`src/rtl/riscv_pkg.sv`:
```
// Shared definitions for the RV32 pipeline front end.
// Holds the bubble encoding, the fetch FSM states and a word-alignment helper.
package riscv_pkg;

  localparam int XLEN = 32;

  // addi x0,x0,0
  localparam logic [XLEN-1:0] NOP_INSTR = 32'h0000_0013;

  typedef enum logic [1:0] {
    FETCH,
    HOLD,
    DRAIN
  } fetch_state_t;

  function automatic logic [XLEN-1:0] align_word(input logic [XLEN-1:0] addr);
    return {addr[XLEN-1:2], 2'b00};
  endfunction

endpackage

```
`src/rtl/if_id_reg.sv`:
```
// IF/ID pipeline register: reset > flush (bubble) > stall (hold) > load.
// When no word is offered, a bubble is inserted and the PC fields keep their old values.
module if_id_reg
  import riscv_pkg::*;
#(
  parameter logic [XLEN-1:0] BUBBLE_INSTR = NOP_INSTR
) (
  input  logic            clk,
  input  logic            reset,
  input  logic            stall,
  input  logic            flush,
  input  logic            load_valid,
  input  logic [XLEN-1:0] load_instr,
  input  logic [XLEN-1:0] load_pc,
  output logic [XLEN-1:0] instr,
  output logic [XLEN-1:0] pc,
  output logic [XLEN-1:0] pc_plus4,
  output logic            valid
);

  always_ff @(posedge clk) begin
    if (reset) begin
      instr    <= BUBBLE_INSTR;
      pc       <= '0;
      pc_plus4 <= '0;
      valid    <= 1'b0;
    end else if (flush) begin
      instr <= BUBBLE_INSTR;
      valid <= 1'b0;
    end else if (!stall) begin
      if (load_valid) begin
        instr    <= load_instr;
        pc       <= load_pc;
        pc_plus4 <= load_pc + XLEN'(4);
        valid    <= 1'b1;
      end else begin
        instr <= BUBBLE_INSTR;
        valid <= 1'b0;
      end
    end
  end

endmodule

```
`src/rtl/fetch_stage.sv`:
```
// Instruction fetch: PC register, single-outstanding imem request FSM, skid buffer
// for words that arrive while decode is stalled, and the IF/ID register.
module fetch_stage
  import riscv_pkg::*;
#(
  parameter logic [31:0] RESET_PC  = 32'h0000_0000,
  parameter logic [31:0] NOP_INSTR = riscv_pkg::NOP_INSTR
) (
  input  logic        clk,
  input  logic        reset,
  input  logic        StallF,
  input  logic        StallD,
  input  logic        FlushD,
  input  logic        PCSrcE,
  input  logic [31:0] PCTargetE,
  output logic        imem_req,
  output logic [31:0] imem_addr,
  input  logic        imem_valid,
  input  logic [31:0] imem_rdata,
  output logic [31:0] InstrD,
  output logic [31:0] PCD,
  output logic [31:0] PCPlus4D,
  output logic        ValidD
);

  fetch_state_t state, state_next;
  logic [31:0]  pcf, pcf_next;
  logic [31:0]  skid_instr, skid_next;
  logic [31:0]  redirect_pc, redirect_next;
  logic         outstanding;
  logic         post_reset;
  logic         resp;
  logic         word_valid;
  logic [31:0]  word_instr;
  logic [31:0]  target;
  logic [31:0]  pcf_plus4;

  assign target    = align_word(PCTargetE);
  assign pcf_plus4 = pcf + 32'd4;
  assign imem_addr = pcf;

  // A request that is already in flight is kept alive even if StallF rises.
  assign imem_req = (state == DRAIN) || ((state == FETCH) && (outstanding || !StallF));
  assign resp     = imem_valid && imem_req && !post_reset;

  always_ff @(posedge clk) begin
    if (reset) begin
      state       <= FETCH;
      pcf         <= RESET_PC;
      skid_instr  <= NOP_INSTR;
      redirect_pc <= RESET_PC;
      outstanding <= 1'b0;
      post_reset  <= 1'b1;
    end else begin
      state       <= state_next;
      pcf         <= pcf_next;
      skid_instr  <= skid_next;
      redirect_pc <= redirect_next;
      outstanding <= imem_req && !resp;
      post_reset  <= 1'b0;
    end
  end

  always_comb begin
    state_next    = state;
    pcf_next      = pcf;
    skid_next     = skid_instr;
    redirect_next = redirect_pc;
    word_valid    = 1'b0;
    word_instr    = imem_rdata;
    case (state)
      FETCH: begin
        word_valid = resp;
        if (PCSrcE) begin
          // The memory still owes a response for the old address; wait it out.
          if (imem_req && !resp) begin
            redirect_next = target;
            state_next    = DRAIN;
          end else begin
            pcf_next = target;
          end
        end else if (resp) begin
          if (StallD) begin
            skid_next  = imem_rdata;
            state_next = HOLD;
          end else if (!StallF) begin
            pcf_next = pcf_plus4;
          end
        end
      end
      HOLD: begin
        word_valid = 1'b1;
        word_instr = skid_instr;
        if (PCSrcE) begin
          pcf_next   = target;
          state_next = FETCH;
        end else if (!StallD) begin
          state_next = FETCH;
          if (!StallF) pcf_next = pcf_plus4;
        end
      end
      DRAIN: begin
        if (PCSrcE) redirect_next = target;
        if (resp) begin
          pcf_next   = PCSrcE ? target : redirect_pc;
          state_next = FETCH;
        end
      end
      default: state_next = FETCH;
    endcase
  end

  if_id_reg #(
    .BUBBLE_INSTR(NOP_INSTR)
  ) u_if_id (
    .clk       (clk),
    .reset     (reset),
    .stall     (StallD),
    .flush     (FlushD || PCSrcE),
    .load_valid(word_valid),
    .load_instr(word_instr),
    .load_pc   (pcf),
    .instr     (InstrD),
    .pc        (PCD),
    .pc_plus4  (PCPlus4D),
    .valid     (ValidD)
  );

endmodule

```
`config.mk`:
```
export PLATFORM = sky130hd
export DESIGN_NAME = fetch_stage
export DESIGN_NICKNAME = d
export VERILOG_FILES = /design/src/rtl/riscv_pkg.sv /design/src/rtl/if_id_reg.sv /design/src/rtl/fetch_stage.sv
export SDC_FILE = /design/constraint.sdc
export NUM_CORES = 1
export LEC_CHECK = 0
export BUFFER_PORTS_ARGS = -buffer_cell sky130_fd_sc_hd__buf_4
export CELL_PAD_IN_SITES_DETAIL_PLACEMENT = 0
export CELL_PAD_IN_SITES_GLOBAL_PLACEMENT = 1
export CORE_AREA = 8 8 159 161
export DETAILED_ROUTE_END_ITERATION = 16
export DIE_AREA = 0 0 167 169
export GPL_ROUTABILITY_DRIVEN = 0
export PLACE_DENSITY_LB_ADDON = 0.2
export SETUP_SLACK_MARGIN = 0.15
export SLEW_MARGIN = 5
export SYNTH_ARGS = -nofsm -noshare
export SYNTH_HDL_FRONTEND = slang
export SYNTH_HIERARCHICAL = 1
export SYNTH_SLANG_ARGS = --single-unit
export TNS_END_PERCENT = 1
```
`constraint.sdc`:
```
create_clock -name clk -period 3.11 [get_ports clk]
set_input_delay 0.622 -clock clk [delete_from_list [all_inputs] [get_ports clk]]
set_output_delay 0.622 -clock clk [all_outputs]
set_load 0.02 [all_outputs]
```
==> impl_metrics.py <==
metrics = {
    "power_and_ir_drop": {
        "p_leak_nw": 4.22,
        "power.total_w": 0.00562,
        "p_per_area_nw_per_um2": 493,
        "peakVddDrop_v": 0.000345,
    },
    "worst_setup_path": {
        "cp_data_arrival_time_ns": 2.97,
        "cp-end-kind": "flip-flop",
        "crit_path_max_fanout": 9,
        "worstPathCellList": "ha_1 -> nand4_1 -> or4_1 -> or3_2 -> a311oi_1",
        "max_stage_delay_ns": 0.74,
        "crit_type": "reg2reg",
        "start_kind": "flip-flop",
        "cp.required_ns": 3.45,
        "crit_path_top_delay_cell": "or4_1",
    },
    "global_route": {
        "grt_max_degree": 92,
        "grt_pass1_wl_um": 45300,
        "grt_overflow": 0,
        "first_global_vias": 7869,
        "antenna_found_initial": 0,
        "grt_usage": 0.198,
    },
    "yosys": {
        "syn_area_per_cell_um2": 8.22,
        "netlist_instances": 1094,
        "async_flop_share": 0,
        "synthTopCellsByCount": "dfxtp_1, nand2_1, nor2_1, a21oi_1, clkbuf_1",
        "synth_area_leaders": "dfxtp_1, nand2_1, a21oi_1, nor2_1, mux2_2",
        "ys_types": 66,
        "synthesis.area_um2": 9000,
        "yosysTopAreaCell": "dfxtp_1",
        "synth_nets": 1167,
        "synth_edf_count": 0,
        "yosysSeqAreaShare": 0.434,
        "synth.most_common_cell": "dfxtp_1",
        "synthFlopType": "dfxtp_1",
        "ys_ff_latch": 195,
        "yosysWarnings": 6,
        "yosysTopAreaCellShare": 0.434,
    },
    "cts": {
        "ctsResizeCount": 0,
        "clkSinkCount": 195,
        "ctsHoldBuffers": 0,
        "cts_tree": "yes",
        "clkSlewWorstSetupHoldPaths_ns": 0.08,
        "clk_path_buf_depth": 2,
        "h-tree-depth": 4,
        "cts_setup_buffers": 0,
        "worst_skew_pair.late_latency_ns": 0.44,
        "cts_made_buffers": 17,
        "cts-root-buf": "clkbuf_16",
    },
    "layout": {
        "drive_above_1_share": 0.256,
        "multi_input_area_um2": 4640,
        "n_fill_cell": 2303,
        "final-seq-area_um2": 3900,
        "area_delta_synth_final_pct": 26.7,
        "num-nets-final": 1338,
        "antenna_cells": 0,
    },
    "floorplan": {
        "core_um2": 22900,
        "fp.dieH_um": 169,
        "row_count": 56,
        "die-area_um2": 28200,
        "io_pins": 201,
        "dieWidth_um": 167,
        "floorplan.initialDensity": 0.393,
    },
    "timing": {
        "final.min_clock_period_ns": 2.63,
        "setup_viol": 0,
        "slew_viol_final": 0,
        "min_period_over_period": 0.845,
        "hold_violations": 0,
        "rsz0062_at_grt": "no",
        "setup_tns_ns": 0,
        "max_slew_margin": 0.425,
        "worst_clock_skew_ns": 0.0138,
        "worst_slew_pin_slew_ns": 0.863,
        "fmax_ghz": 0.381,
    },
    "drt": {
        "viasPerCell": 5.43,
        "wl_per_cell_um": 18.2,
        "vias": 8507,
        "drt_first_pass_iters": 5,
        "wl_um": 28500,
        "drc": 0,
        "ant_nets": 0,
        "drt_iter0_markers": 676,
    },
    "job": {
        "drv_cap": 0,
    },
    "worst_hold_path": {
        "hold_path_class": "in2reg",
    },
    "placed_design": {
        "hpwlAfterDp_um": 19800,
        "portBuffers": 198,
    },
    "run_status": {
        "outcome": "finished, final reports clean",
    },
}
==> registers in the layout (all words and copies together) (netlist names), 2 cells and up <==
signal            flops
u_if_id/pc           32
redirect_pc          32
imem_addr            32
skid_instr           32
state                 2
u_if_id/instr        32
u_if_id/pc_plus4     30
==> critical path, delay by kind of cell, from the launching register on <==
kind	cells	cell delay [ns]
and+or+nand+nor	3	1.49
AOI/OAI and AO/OA	1	0.25
DFF	1	0.53
adders and majority gates	1	0.27
==> layout by cell type (no fill, tap or decap), types with 6 or more instances in the layout <==
master / netlist / layout
a22oi_1: 29 / 29
nor2_1: 125 / 124
o21ai_0: 44 / 44
nor3_1: 13 / 12
xnor2_1: 12 / 12
clkbuf_16: 0 / 17
a311oi_1: 19 / 19
nand4_1: 17 / 17
mux2i_1: 32 / 32
nand3_1: 22 / 22
inv_6: 0 / 7
buf_4: 2 / 236
nor4_1: 15 / 15
a211oi_1: 24 / 24
or4_1: 16 / 16
dfxtp_1: 195 / 195
or3_1: 6 / 6
nand2_1: 183 / 183
mux2_2: 32 / 32
o31ai_1: 14 / 14
o211ai_1: 7 / 7
a21oi_1: 106 / 106
inv_1: 15 / 15
nand2b_1: 8 / 8
==> report_power, final <==
| part | internal (W) | leakage, nW | switching, W |
|---|---|---|---|
| logic | 0.000296 | 2.34 | 0.000416 |
| clock network | 0.00113 | 0.296 | 0.00111 |
| registers | 0.00257 | 1.58 | 0.0000992 |
==> stage by stage <==
stage | setup WS (ns) | std cells | instance area [µm²] | utilization | hold WS [ns]
2_1_floorplan | 0.661 | 1094 | 9000 | - | 0.434
4_1_cts | 0.485 | 1568 | 11400 | 0.498 | 0.391
3_5_place_dp | 0.496 | 1536 | 10800 | 0.471 | 0.447
5_1_grt | 0.332 | 1568 | 11400 | 0.498 | 0.403
6_report | 0.483 | 1568 | 11400 | 0.498 | 0.409
3_3_place_gp | 0.551 | 1536 | 10800 | 0.471 | 0.439
==> worst paths after layout <==
kind | startpoint | end | slack, ns | cells past startpoint
min | imem_rdata[4] | skid_instr[4]$_SDFFE_PP1P_ | 0.41 | 3
max | imem_addr[3]$_SDFFE_PP0P_ | u_if_id/pc_plus4[20]$_SDFFE_PP0P_ | 0.48 | 5
max reg2reg | imem_addr[3]$_SDFFE_PP0P_ | u_if_id/pc_plus4[20]$_SDFFE_PP0P_ | 0.48 | 5
min reg2reg | skid_instr[28]$_SDFFE_PP0P_ | skid_instr[28]$_SDFFE_PP0P_ | 0.46 | 2
==> per-layer routing <==
layer | track usage | vias up | wire, µm
met2 | 0.289 | 245 | 12400
met5 | 0 | - | 0
met4 | 0.0435 | 0 | 260
li1 | - | 4248 | -
met3 | 0.0622 | 18 | 2190
met1 | 0.279 | 3996 | 13600
==> layout make-up <==
class	count	share of cell area
inverters	16	0.00527
clock buffers	19	0.0397
repair buffers	239	0.161
multi-input cells	796	0.407
well taps	290	0.0318
flip-flops and latches	195	0.342
clock inverters	13	0.0135
==> cells by family after synthesis <==
family,after synthesis,share of synthesized area
xor+xnor,15,0.0146
flops,195,0.434
compound gates,277,0.197
mux,64,0.0757
fa+ha+maj,2,0.00278
buf+inv,103,0.0528
simple gates,438,0.224
No activity file was read; power rests on OpenSTA's default activity.
